<file path="src/rtl/game_pkg.sv">
// Shared direction types, scheduler FSM states and the round-robin pick helper
// used by the move scheduler slice.
package game_pkg;

    typedef logic [1:0] dir_t;

    localparam dir_t DIR_UP    = 2'd0;
    localparam dir_t DIR_DOWN  = 2'd1;
    localparam dir_t DIR_LEFT  = 2'd2;
    localparam dir_t DIR_RIGHT = 2'd3;

    localparam int unsigned NUM_DIRS = 4;

    typedef enum logic [1:0] {
        ST_IDLE,
        ST_ISSUE,
        ST_SETTLE
    } sched_state_t;

    // Returns {found, dir}: first set bit of req scanning upward from ptr, wrapping.
    function automatic logic [2:0] rr_pick(input logic [NUM_DIRS-1:0] req, input dir_t ptr);
        logic [2:0] r;
        dir_t       d;
        r = '0;
        for (int unsigned i = 0; i < NUM_DIRS; i++) begin
            d = dir_t'(ptr + 2'(i));
            if (!r[2] && req[d]) begin
                r = {1'b1, d};
            end
        end
        return r;
    endfunction

endpackage

</file>
<file path="src/rtl/move_scheduler_if.sv">
// Move command handshake between the scheduler (master) and the position updater (slave).
interface move_scheduler_if;
    import game_pkg::*;

    logic move_valid;
    dir_t move_dir;
    logic move_ready;

    modport master (output move_valid, output move_dir, input move_ready);
    modport slave  (input move_valid, input move_dir, output move_ready);

endinterface

</file>
<file path="src/rtl/btn_autorepeat.sv">
// Per-direction press edge detector with hold-to-repeat timing and a sticky request
// flag that stays pending until the scheduler clears it.
module btn_autorepeat #(
    parameter int unsigned REPEAT_DELAY = 12,
    parameter int unsigned REPEAT_RATE  = 4,
    parameter int unsigned CNT_W        = 8
) (
    input  logic clk,
    input  logic rst_n,
    input  logic tick,
    input  logic btn,
    input  logic clr,
    output logic req
);

    logic             r_btn_q;
    logic [CNT_W-1:0] r_rpt_cnt;
    logic             r_req;
    logic             w_edge;
    logic             w_fire;

    assign w_edge = btn & ~r_btn_q;
    // Fire on the tick that would bring the count up to REPEAT_DELAY.
    assign w_fire = !w_edge && btn && tick && (r_rpt_cnt == CNT_W'(REPEAT_DELAY - 1));

    always_ff @(posedge clk) begin
        if (!rst_n) begin
            r_btn_q   <= 1'b0;
            r_rpt_cnt <= '0;
            r_req     <= 1'b0;
        end else begin
            r_btn_q <= btn;
            if (w_edge || !btn) begin
                r_rpt_cnt <= '0;
            end else if (tick) begin
                r_rpt_cnt <= w_fire ? CNT_W'(REPEAT_DELAY - REPEAT_RATE) : r_rpt_cnt + CNT_W'(1);
            end
            r_req <= (r_req & ~clr) | w_edge | w_fire;
        end
    end

    assign req = r_req;

endmodule

</file>
<file path="src/rtl/move_scheduler.sv">
// Arbitrates gravity and button requests into one gated move command per
// handshake, followed by a settle window for the enables to re-evaluate.
module move_scheduler
    import game_pkg::*;
#(
    parameter int unsigned REPEAT_DELAY   = 12,
    parameter int unsigned REPEAT_RATE    = 4,
    parameter int unsigned GRAVITY_PERIOD = 30,
    parameter int unsigned SETTLE_CYCLES  = 2,
    parameter int unsigned CNT_W          = 8
) (
    input  logic                clk,
    input  logic                rst_n,
    input  logic                tick,
    input  logic [NUM_DIRS-1:0] btn,
    input  logic [NUM_DIRS-1:0] en,
    move_scheduler_if.master    mv,
    output logic                landed,
    output logic                busy
);

    logic [NUM_DIRS-1:0] w_req;
    logic [NUM_DIRS-1:0] w_clr;

    for (genvar g = 0; g < NUM_DIRS; g++) begin : g_rpt
        btn_autorepeat #(
            .REPEAT_DELAY (REPEAT_DELAY),
            .REPEAT_RATE  (REPEAT_RATE),
            .CNT_W        (CNT_W)
        ) u_rpt (
            .clk   (clk),
            .rst_n (rst_n),
            .tick  (tick),
            .btn   (btn[g]),
            .clr   (w_clr[g]),
            .req   (w_req[g])
        );
    end

    logic [CNT_W-1:0] r_grav_cnt;
    logic             r_grav_pend;
    logic             w_grav_wrap;
    logic             w_grav_clr;

    assign w_grav_wrap = tick && (r_grav_cnt == CNT_W'(GRAVITY_PERIOD - 1));

    always_ff @(posedge clk) begin
        if (!rst_n) begin
            r_grav_cnt  <= '0;
            r_grav_pend <= 1'b0;
        end else begin
            if (tick) begin
                r_grav_cnt <= w_grav_wrap ? '0 : r_grav_cnt + CNT_W'(1);
            end
            r_grav_pend <= (r_grav_pend & ~w_grav_clr) | w_grav_wrap;
        end
    end

    sched_state_t     r_state;
    sched_state_t     w_state_nxt;
    dir_t             r_dir;
    dir_t             w_dir_nxt;
    dir_t             r_rr_ptr;
    logic [CNT_W-1:0] r_settle;
    logic             r_landed;
    logic             w_landed_nxt;
    logic [2:0]       w_pick;
    logic             w_pick_vld;
    dir_t             w_pick_dir;

    assign w_pick     = rr_pick(w_req, r_rr_ptr);
    assign w_pick_vld = w_pick[2];
    assign w_pick_dir = w_pick[1:0];

    always_comb begin
        w_state_nxt  = r_state;
        w_dir_nxt    = r_dir;
        w_clr        = '0;
        w_grav_clr   = 1'b0;
        w_landed_nxt = 1'b0;
        case (r_state)
            ST_IDLE: begin
                // Gravity outranks buttons; a blocked down-step means landing.
                if (r_grav_pend) begin
                    w_grav_clr = 1'b1;
                    if (en[DIR_DOWN]) begin
                        w_clr[DIR_DOWN] = 1'b1;
                        w_dir_nxt       = DIR_DOWN;
                        w_state_nxt     = ST_ISSUE;
                    end else begin
                        w_landed_nxt = 1'b1;
                    end
                end else if (w_pick_vld) begin
                    w_clr[w_pick_dir] = 1'b1;
                    if (en[w_pick_dir]) begin
                        w_dir_nxt   = w_pick_dir;
                        w_state_nxt = ST_ISSUE;
                    end
                end
            end
            ST_ISSUE: begin
                if (mv.move_ready) begin
                    w_state_nxt = ST_SETTLE;
                end
            end
            ST_SETTLE: begin
                if (r_settle == CNT_W'(1)) begin
                    w_state_nxt = ST_IDLE;
                end
            end
            default: w_state_nxt = ST_IDLE;
        endcase
    end

    always_ff @(posedge clk) begin
        if (!rst_n) begin
            r_state  <= ST_IDLE;
            r_dir    <= DIR_UP;
            r_rr_ptr <= DIR_UP;
            r_settle <= '0;
            r_landed <= 1'b0;
        end else begin
            r_state  <= w_state_nxt;
            r_dir    <= w_dir_nxt;
            r_landed <= w_landed_nxt;
            if (r_state == ST_ISSUE && mv.move_ready) begin
                r_rr_ptr <= dir_t'(r_dir + 2'd1);
                r_settle <= CNT_W'(SETTLE_CYCLES);
            end else if (r_state == ST_SETTLE) begin
                r_settle <= r_settle - CNT_W'(1);
            end
        end
    end

    assign mv.move_valid = (r_state == ST_ISSUE);
    assign mv.move_dir   = r_dir;
    assign busy          = (r_state != ST_IDLE);
    assign landed        = r_landed;

endmodule

</file>
<file path="src/flat_wrapper.sv">
// flat-port wrapper written by rule: the top's interface ports become plain ports
module move_scheduler_flat import game_pkg::*;
#(
    parameter int unsigned REPEAT_DELAY   = 12,
    parameter int unsigned REPEAT_RATE    = 4,
    parameter int unsigned GRAVITY_PERIOD = 30,
    parameter int unsigned SETTLE_CYCLES  = 2,
    parameter int unsigned CNT_W          = 8
)
  (clk, rst_n, tick, btn, en, landed, busy, mv_move_valid, mv_move_dir, mv_move_ready);
  move_scheduler_if mv_i ();
  input  logic clk;
  input  logic rst_n;
  input  logic tick;
  input  logic [NUM_DIRS-1:0] btn;
  input  logic [NUM_DIRS-1:0] en;
  output logic landed;
  output logic busy;
  output wire logic [$bits(mv_i.move_valid)-1:0] mv_move_valid;
  output wire logic [$bits(mv_i.move_dir)-1:0] mv_move_dir;
  input wire logic [$bits(mv_i.move_ready)-1:0] mv_move_ready;
  assign mv_move_valid = mv_i.move_valid;
  assign mv_move_dir = mv_i.move_dir;
  assign mv_i.move_ready = mv_move_ready;
  move_scheduler #(.REPEAT_DELAY(REPEAT_DELAY), .REPEAT_RATE(REPEAT_RATE), .GRAVITY_PERIOD(GRAVITY_PERIOD), .SETTLE_CYCLES(SETTLE_CYCLES), .CNT_W(CNT_W)) u_core (.clk(clk), .rst_n(rst_n), .tick(tick), .btn(btn), .en(en), .mv(mv_i), .landed(landed), .busy(busy));
endmodule
</file>
<file path="config.mk">
export PLATFORM = sky130hd
export DESIGN_NAME = move_scheduler_flat
export DESIGN_NICKNAME = d
export VERILOG_FILES = /design/src/rtl/game_pkg.sv /design/src/rtl/move_scheduler_if.sv /design/src/rtl/btn_autorepeat.sv /design/src/rtl/move_scheduler.sv /design/src/flat_wrapper.sv
export SDC_FILE = /design/constraint.sdc
export NUM_CORES = 1
export LEC_CHECK = 0
export CORE_UTILIZATION = 30
export DETAILED_ROUTE_END_ITERATION = 7
export GPL_TIMING_DRIVEN = 0
export PLACE_DENSITY = 0.56
export SYNTH_ARGS = -nofsm -noshare
export SYNTH_HDL_FRONTEND = slang
export SYNTH_SLANG_ARGS = --single-unit
export TNS_END_PERCENT = 20
</file>
<file path="constraint.sdc">
create_clock -name clk -period 5.2 [get_ports clk]
set_input_delay 1.04 -clock clk [delete_from_list [all_inputs] [get_ports clk]]
set_output_delay 1.04 -clock clk [all_outputs]
set_load 0.01 [all_outputs]
</file>
==> results.ini <==
[outcome]
run_status=completed

[critical_path]
startpoint=tick
cp_data_arrival_time_ns=3.00
cp-end-kind=flop
critical_path.max_fanout=10
cp_cell_sequence=clkdlybuf4s50_1 > clkbuf_1 > clkbuf_1 > buf_2 > mux2i_1 > nor2_1
r2r_slack_ns=3.39
cp-start-kind=input pin
worst-path-buf-inv=4
largest_incremental_delay_on_the_critical_path_ns=0.53
count_of_cells_along_the_worst_register_to_register_path=6
critPathSlowestCell=sky130_fd_sc_hd__clkdlybuf4s50_1
cp_common_cell=sky130_fd_sc_hd__clkbuf_1
cp_top_family=buffers and inverters
required_worst_endpoint_ns=5.43
timing.rr.end=u_core.g_rpt[2].u_rpt.req$_SDFF_PN0_
rr_startpoint=u_core.g_rpt[2].u_rpt.req$_SDFF_PN0_
path_class=input pin to flop

[finish]
postLayoutCoreUtil_pct=36.8
ff_latch_area_um2=1280
insertedDiodeCount=0
post_route_cells_drive_above_1_share_pct=6.74
areaGrowthSynthToFinish_pct=18.9
multi_input_area_um2=1530
layout_commonest_cell=sky130_fd_sc_hd__dfxtp_1
most-common-layout-cells=sky130_fd_sc_hd__dfxtp_1, sky130_fd_sc_hd__nor2_1, sky130_fd_sc_hd__nand2_1
num-fill-cells=950
final_nets=371

[cts]
cts-hold-fix-buffers=0
clock-sinks=64
clockBufferDepth=2
clock_tree.root_cell=sky130_fd_sc_hd__clkbuf_8
post-cts-setup-buffers=0
cts_buffers=9
clkSlewWorstSetupHoldPaths_ns=0.07
clock_latency_ns=0.34
cts_repair_resize_count=0
cts_tree=built
clock_tree.htree_level_count=3

[die]
initial_utilization_pct=31.0
dieWidth_um=99.7
io_pins=17
core_um2=9240
std_cell_rows=35
die_area_um2=9940
die_h_um=99.7

[timing]
worstMarginPinSlew_ns=0.568
grt_setup_unrepaired=false
timing.final.hold_violations=0
fin_tns_setup_ns=0
worst_slew_margin_rel_pct=62.1
final.min_clock_period_ns=2.77
fin_skew_ns=0.0116
max_freq_mhz=360
timing.final.setup_violations=0
worst_slack_ns=2.43
timing.final.max_slew_violations=0
post-route-period-util_pct=53.4

[synthesis]
synth_top_area_share_pct=44.8
yosysWarningCount=0
synth-seq-cells=64
synthTopCellsByArea=sky130_fd_sc_hd__dfxtp_1, sky130_fd_sc_hd__xor2_1, sky130_fd_sc_hd__nor2_1, sky130_fd_sc_hd__xnor2_1, sky130_fd_sc_hd__nand2_1
netlist.top_cell.by_area=sky130_fd_sc_hd__dfxtp_1
synth.distinct_cells=43
avgSynthCellArea_um2=8.81
synth_enable_flop_cells=0
async_reset_ff_share_pct=0
syn-num-nets=345
dominantRegCellSynth=sky130_fd_sc_hd__dfxtp_1
postSynthCellCount=325
post_synth_instance_area_um2=2860
synth_sequential_area_ratio_pct=44.8

[global_routing]
maximum_number_of_pins_on_one_net_before_global_route_repair=13
grt_pass1_vias=2164
grt_antenna_before_repair=0
grt_overflow=0
grt.total_usage_pct=12.5
first_pass_grt_wire_length_mm=9.78

[min_path]
hold_depth=2
hold_end=u_core.mv.move_dir[1]$_SDFFE_PN0P_
min_from=u_core.mv.move_dir[1]$_SDFFE_PN0P_
worst_hold_path_type=flop to flop

[placement]
gp_routability_congestion=0.782
buffer_ports.inserted=15
place_ws_ns=2.03
dp_hpwl_mm=4.11

[detailed_routing]
drt-pass1-iter-count=4
vias_per_cell=4.59
detailedRoute.firstIterationViolations=90
finalWirelength_mm=5.72
route.vias.total=2224
remaining_drc_errors=0
ant_nets=0
wire_per_inst_um=11.8

[pwr]
power.density_cell_area_nw_per_um2=342
vdd.ir_drop.worst_v=0.000118
total_power_mw=1.16
p_leak_nw=1.19

[run]
cap_viol_max_count=0

registers in the layout (all words and copies together), names as in the netlist:
signal and count:
u_core.g_rpt.u_rpt.r_rpt_cnt 32, u_core.r_state 2, u_core.r_grav_pend 1, u_core.g_rpt.u_rpt.r_btn_q 4
u_core.mv.move_dir 2, u_core.landed 1, u_core.g_rpt.u_rpt.req 4, u_core.r_rr_ptr 2
u_core.r_grav_cnt 8, u_core.r_settle 8
worst min-delay path: cells and delay by family, from the launching register on:
kind / cells / cell delay (ns)
flops: 1 / 0.33
mux: 1 / 0.05
simple gates: 1 / 0.06
cell families (layout without fill, tap and decap cells):
kind of cell,count (synthesis),after routing,synth area share (%)
AOI/OAI and AO/OA,37,37,9.05
buffers and inverters,13,44,1.75
muxes,6,6,2.10
adders and majority gates,8,8,3.50
and+or+nand+nor,157,157,26.6
DFF,64,64,44.8
xor gates and xnor gates,40,40,12.2
stage by stage:
stage               hold slack, ns  instances  cell area (um^2)
CTS                          0.490        485              3400
global route                 0.506        485              3400
finish                       0.494        485              3400
floorplan                    0.472        325              2860
detailed placement           0.478        469              3170
global placement             0.475        469              3170
cell usage after synthesis, drive strengths merged, types with 2 or more instances:
cell type / number
or3: 3
mux2i: 6
xor2: 25
nor2: 55
o21bai: 2
nand2: 30
nor4b: 2
o21ai: 8
nor2b: 9
a21o: 2
nand3: 16
and2: 4
inv: 7
o2111ai: 2
nand3b: 2
xnor2: 15
dfxtp: 64
clkbuf: 5
nor4: 3
nand2b: 6
o221a: 2
nand4: 11
and3: 4
a31oi: 3
nor3: 6
ha: 8
a21oi: 12
or4: 3
area by class of cell:
type / count / share of cell area, %
buffer: 6 / 0.698
clock buffer: 10 / 4.04
clock inverter: 6 / 2.72
inverter: 7 / 0.772
multi-input combinational: 248 / 45.0
sequential: 64 / 37.6
tap: 129 / 4.74
timing repair buffer: 15 / 4.41
layer usage:
layer	up-vias	global-route usage, %	part of all wire, %
met5	-	0	0
met4	0	3.73	0.96
met3	4	4.22	2.8
met2	29	21.0	47
met1	1020	14.9	49
li1	1171	-	-
worst max path at each step:
stage | endpoint | slack (ns) | depth (start not counted)
detailed placement | u_core.g_rpt[0].u_rpt.r_rpt_cnt[1]$_SDFFE_PP0P_ | 2.03 | 6
global route | u_core.g_rpt[0].u_rpt.r_rpt_cnt[1]$_SDFFE_PP0P_ | 2.23 | 6
finish | u_core.g_rpt[0].u_rpt.r_rpt_cnt[1]$_SDFFE_PP0P_ | 2.43 | 6
floorplan | u_core.g_rpt[0].u_rpt.r_rpt_cnt[1]$_SDFFE_PP0P_ | 3.02 | 5
CTS | u_core.g_rpt[0].u_rpt.r_rpt_cnt[1]$_SDFFE_PP0P_ | 2.39 | 6
global placement | u_core.g_rpt[0].u_rpt.r_rpt_cnt[1]$_SDFFE_PP0P_ | 2.04 | 6
power breakdown:
part | internal (mW) | switching (mW)
Combinational | 0.0730 | 0.0771
Clock | 0.284 | 0.200
Sequential | 0.511 | 0.0193
Total | 0.868 | 0.296
Note: power is estimated with default switching activity, not from simulation.
==> edit 1: new RTL, same settings <==
Set the package constant `NUM_DIRS` to 2 (it was 4).
--- a/src/rtl/game_pkg.sv
+++ b/src/rtl/game_pkg.sv
@@ -9,7 +9,7 @@
     localparam dir_t DIR_LEFT  = 2'd2;
     localparam dir_t DIR_RIGHT = 2'd3;
 
-    localparam int unsigned NUM_DIRS = 4;
+    localparam int unsigned NUM_DIRS = 2;
 
     typedef enum logic [1:0] {
         ST_IDLE,
Ports: changed (resized btn and en); port bits go from 17 to 13. The function was not compared with the original's and may differ.
==> edit 1 against the original RTL <==
First-iteration DRC count decreased by 51%; wire length fell by 39%; design area down 33%; area after synthesis shrank 31%; setup slack improved by 95 ps; power shrank 41%; sequential cell count is 20 lower; highest routed layer unchanged.
==> edit 1: results (changes against the original RTL) <==
| Metric | Value |
|---|---|
| Total Routing Usage GR | 11.2% (-1.3 points) |
| Met2 WL | 1510 um (-44%) |
| Clock Latency Late Sink | 300 ps (-40 ps) |
| Critical path startpoint | u_core.r_state[0] |
| WL met1 | 1790 um (-36%) |
| Biggest area consumer among synthesized cells | dfxtp_1 |
| Worst R2R Setup Slack | 3720 ps (+330 ps) |
| Compound-Gate Fraction of Synth Area | 6.65% (-2.4 points) |
| YS warnings | 0 (unchanged) |
| CP max FO | 9 (-1) |
| Top Layer Used | met4 |
| Outcome | finished clean |
| Met2 Track Usage GR | 16.6% (-4.4 points) |
| Combinational power | 62.3 uW (-58%) |
| H-tree level count | 2 (-1) |
| Adder-cell share of the synthesized area | 3.80% (+0.31 points) |
| Vias | 1496 (-33%) |
| CP Data Arrival Time | 1640 ps (-1360 ps) |
| Worst setup path endpoint | busy |
| Net Switching | 166 uW (-44%) |
| Worst hold path startpoint | u_core.mv.move_dir[1] |
| Netlist cell types | 37 (-14%) |
| Max Clock Freq | 373 MHz (+3.5%) |
| Worst slew margin | 69.3% (+7.2 points) |
| Crit Reg-Reg Startpoint | u_core.r_grav_cnt[0] |
| Port Buffers | 11 (-4) |
| GP Congestion | 0.779 (-0.36%) |
| Num CTS Buffers | 5 (-4) |
| Regs by FF count | u_core.g_rpt.u_rpt.r_rpt_cnt (16), u_core.r_grav_cnt (8), u_core.r_settle (8) |
| Area contributors post-synth | dfxtp_1 (45%), xor2_1 (8.4%), nor2_1 (7.4%) |
| Max VDD drop | 0.128 mV (+8.8%) |
| Post-synthesis mux area share | 2.03% (-0.070 points) |
| DRT Wirelength | 3490 um (-39%) |
| Post-synthesis xor/xnor area fraction | 12.4% (+0.18 points) |
| Clock skew | 8.86 ps (-2.76 ps) |
| Setup CP Type | flip-flop to output port |
| Clk pwr | 268 uW (-45%) |
| Lkg Pwr | 0.801 nW (-33%) |
| Drt first-iter violations | 44 (-51%) |
| GR Layer Usage met1 | 14.9% (-0.075 points) |
| R2r worst-path depth | 5 (-1) |
| RR Endpoint | u_core.r_grav_cnt[2] |
| Worst-path clk slew | 90 ps (+20 ps) |
| Vias in the first global route | 1409 (-35%) |
| Pre-CTS setup slack | 2710 ps (+685 ps) |
| Largest net degree at the start of global routing | 16 (+3) |
| Detail Placement HPWL | 2580 um (-37%) |
| Hold Crit Class | flip-flop to flip-flop |
| Post-Syn Nets | 236 (-32%) |
| WL met3 | 126 um (-21%) |
| Grt met3 use | 3.28% (-0.94 points) |
| Register area share after synthesis | 44.6% (-0.14 points) |
| Fin nets | 254 (-32%) |
| Layout cell share with drive strength beyond 1 | 6.64% (-0.10 points) |
| First-pass GRT wire length | 6250 um (-36%) |
| Top post-synthesis cells by count | dfxtp_1 (44), nor2_1 (39), nand2_1 (23) |
-- edit 1: metrics by stage --
step           instances  util [%]  power [mW]  hold slack [ps]  area (sq um)
2_1_floorplan        222         -       0.407              467          1970
3_3_place_gp         310      34.3       0.429              480          2180
3_5_place_dp         310      34.3       0.430              486          2180
4_1_cts              318      36.2       0.701              500          2300
5_1_grt              318      36.2       0.724              540          2300
6_report             318      36.2       0.689              496          2300
-- edit 1: critical path, stage by stage (launching register included) --
cell             delay, ps
dfxtp_1                500
or2_0                  140
buf_2                  160
clkdlybuf4s50_1        540
-- edit 1: cell type report --
type	instances	area [sq um]
timing repair buffer	11	110
multi-input combinational	170	1060
clock buffer	5	68.8
inverter	4	15.0
fill	643	4050
tap	77	96.3
buffer	4	18.8
sequential	44	881
clock inverter	3	46.3
-- edit 1: cells by family after synthesis --
logic type,count (synthesis)
adders and majority gates,6
buffers and inverters,8
DFF,44
and+or+nand+nor,113
AOI/OAI and AO/OA,19
muxes,4
xor gates and xnor gates,28
==> edit 2: new RTL, same settings <==
Made on the original files. Re-encode `sched_state_t` (3 states) as one-hot, 3 bits wide.
--- a/src/rtl/game_pkg.sv
+++ b/src/rtl/game_pkg.sv
@@ -11,10 +11,10 @@
 
     localparam int unsigned NUM_DIRS = 4;
 
-    typedef enum logic [1:0] {
-        ST_IDLE,
-        ST_ISSUE,
-        ST_SETTLE
+    typedef enum logic [2:0] {
+        ST_IDLE   = 3'b001,
+        ST_ISSUE  = 3'b010,
+        ST_SETTLE = 3'b100
     } sched_state_t;
 
     // Returns {found, dir}: first set bit of req scanning upward from ptr, wrapping.
Check against the original RTL: no difference found for any inputs over 10 cycles, from zero or initial values and one cycle with rst_n low; not proved beyond that.
==> edit 2 against the original RTL <==
Worst hold slack improved by 8.7 ps; maximum frequency increased by 2.0%; clock power decreased by 8.3%; combinational power decreased by 33%; wire length decreased by 3.1%; first-iteration DRC count decreased by 28%; sequential share of layout area increased by 0.69 points; register-to-register slack got worse by 180 ps; sequential cell count increased by 1; synthesized cell count increased by 2.2%; power decreased by 8.3%; area after synthesis increased by 0.48%; design area decreased by 0.26%; setup slack improved by 55 ps.
==> edit 2: results (changes against the original RTL) <==
| Metric | Value |
|---|---|
| Outcome | finished clean |
| Met2 Track Usage GR | 19.1% (-1.9 points) |
| GP Congestion | 0.846 (+8.2%) |
| Post-Syn Nets | 352 (+2.0%) |
| Largest stage delay on the critical path | 620 ps (+90 ps) |
| Largest net degree at the start of global routing | 11 (-2) |
| Filler instances | 974 (+2.5%) |
| Lkg Pwr | 1.21 nW (+1.2%) |
| Design Power | 1.07 mW (-8.3%) |
| Cell count after placement | 476 (+1.5%) |
| Critical path startpoint | u_core.r_state[1] |
| Register area share after synthesis | 45.2% (+0.48 points) |
| Worst hold path startpoint | u_core.r_settle[2] |
| Detail Placement HPWL | 3920 um (-4.4%) |
| WL met1 | 2810 um (about the same) |
| Worst R2R Setup Slack | 3210 ps (-180 ps) |
| Layout cell share with drive strength beyond 1 | 4.96% (-1.8 points) |
| First-pass GRT wire length | 9650 um (-1.3%) |
| Clock skew | 8.18 ps (-3.44 ps) |
| Area contributors post-synth | dfxtp_1 (45%), xor2_1 (8.5%), nor2_1 (7.4%) |
| Netlist cell types | 41 (-4.7%) |
| Switch share | 23.3% (-2.1 points) |
| Least-Margin Pin Slew | 701 ps (+132 ps) |
| Total Routing Usage GR | 12.3% (-0.19 points) |
| WL per Instance | 11.3 um (-4.5%) |
| Top post-synthesis cells by count | dfxtp_1 (65), nor2_1 (57), nand2_1 (35) |
| CP max FO | 4 (-6) |
| WL met3 | 229 um (+43%) |
| Vias | 2248 (+1.1%) |
| DRT Wirelength | 5540 um (-3.1%) |
| GR Layer Usage met1 | 15.7% (+0.76 points) |
==> edit 2: cell count changes in the layout (fill, tap and decap cells not counted), moves of 3 or more <==
cell / unedited run / this run
xor2_1: 25 / 28
o21ai_0: 8 / 5
nand2_1: 30 / 35
nor2b_1: 9 / 5
xnor2_1: 15 / 12
a21oi_1: 11 / 14
==> edit 2: layout make-up <==
| type | count | area, sq um | area share, % |
|---|---|---|---|
| multi-input cells | 256 | 1530 | 45.1 |
| flip-flops and latches | 65 | 1300 | 38.3 |
| clock buffers | 14 | 173 | 5.08 |
| well taps | 129 | 161 | 4.75 |
| repair buffers | 15 | 150 | 4.42 |
| clock inverters | 2 | 35.0 | 1.03 |
| plain buffers | 6 | 23.8 | 0.700 |
| inverters | 5 | 18.8 | 0.553 |
==> edit 2: worst register-to-register path, cell delays in order (launching register included) <==
cell and delay (ps):
dfxtp_1 330, nor2b_1 150, nor4b_1 450, nor2_1 200, mux2i_1 170, a221o_1 410, a21o_1 170
==> edit 2: cells by family (layout without fill, tap and decap cells) <==
family | Yosys count | in the layout | share of synthesized area, %
AOI/OAI and AO/OA | 33 | 33 | 6.74
xor gates and xnor gates | 40 | 40 | 12.2
and+or+nand+nor | 169 | 169 | 28.8
adders and majority gates | 8 | 8 | 3.48
muxes | 6 | 6 | 2.09
buffers and inverters | 11 | 42 | 1.48
DFF | 65 | 65 | 45.2
==> edit 2: worst min path at each step <==
stage          slack [ps]  depth (start not counted)                 end
3_3_place_gp          490                          2  u_core.r_settle[2]
3_5_place_dp          490                          2  u_core.r_settle[2]
6_report              500                          2  u_core.r_settle[2]
5_1_grt               530                          2  u_core.r_settle[2]
4_1_cts               500                          2  u_core.r_settle[2]
2_1_floorplan         470                          2  u_core.r_settle[2]
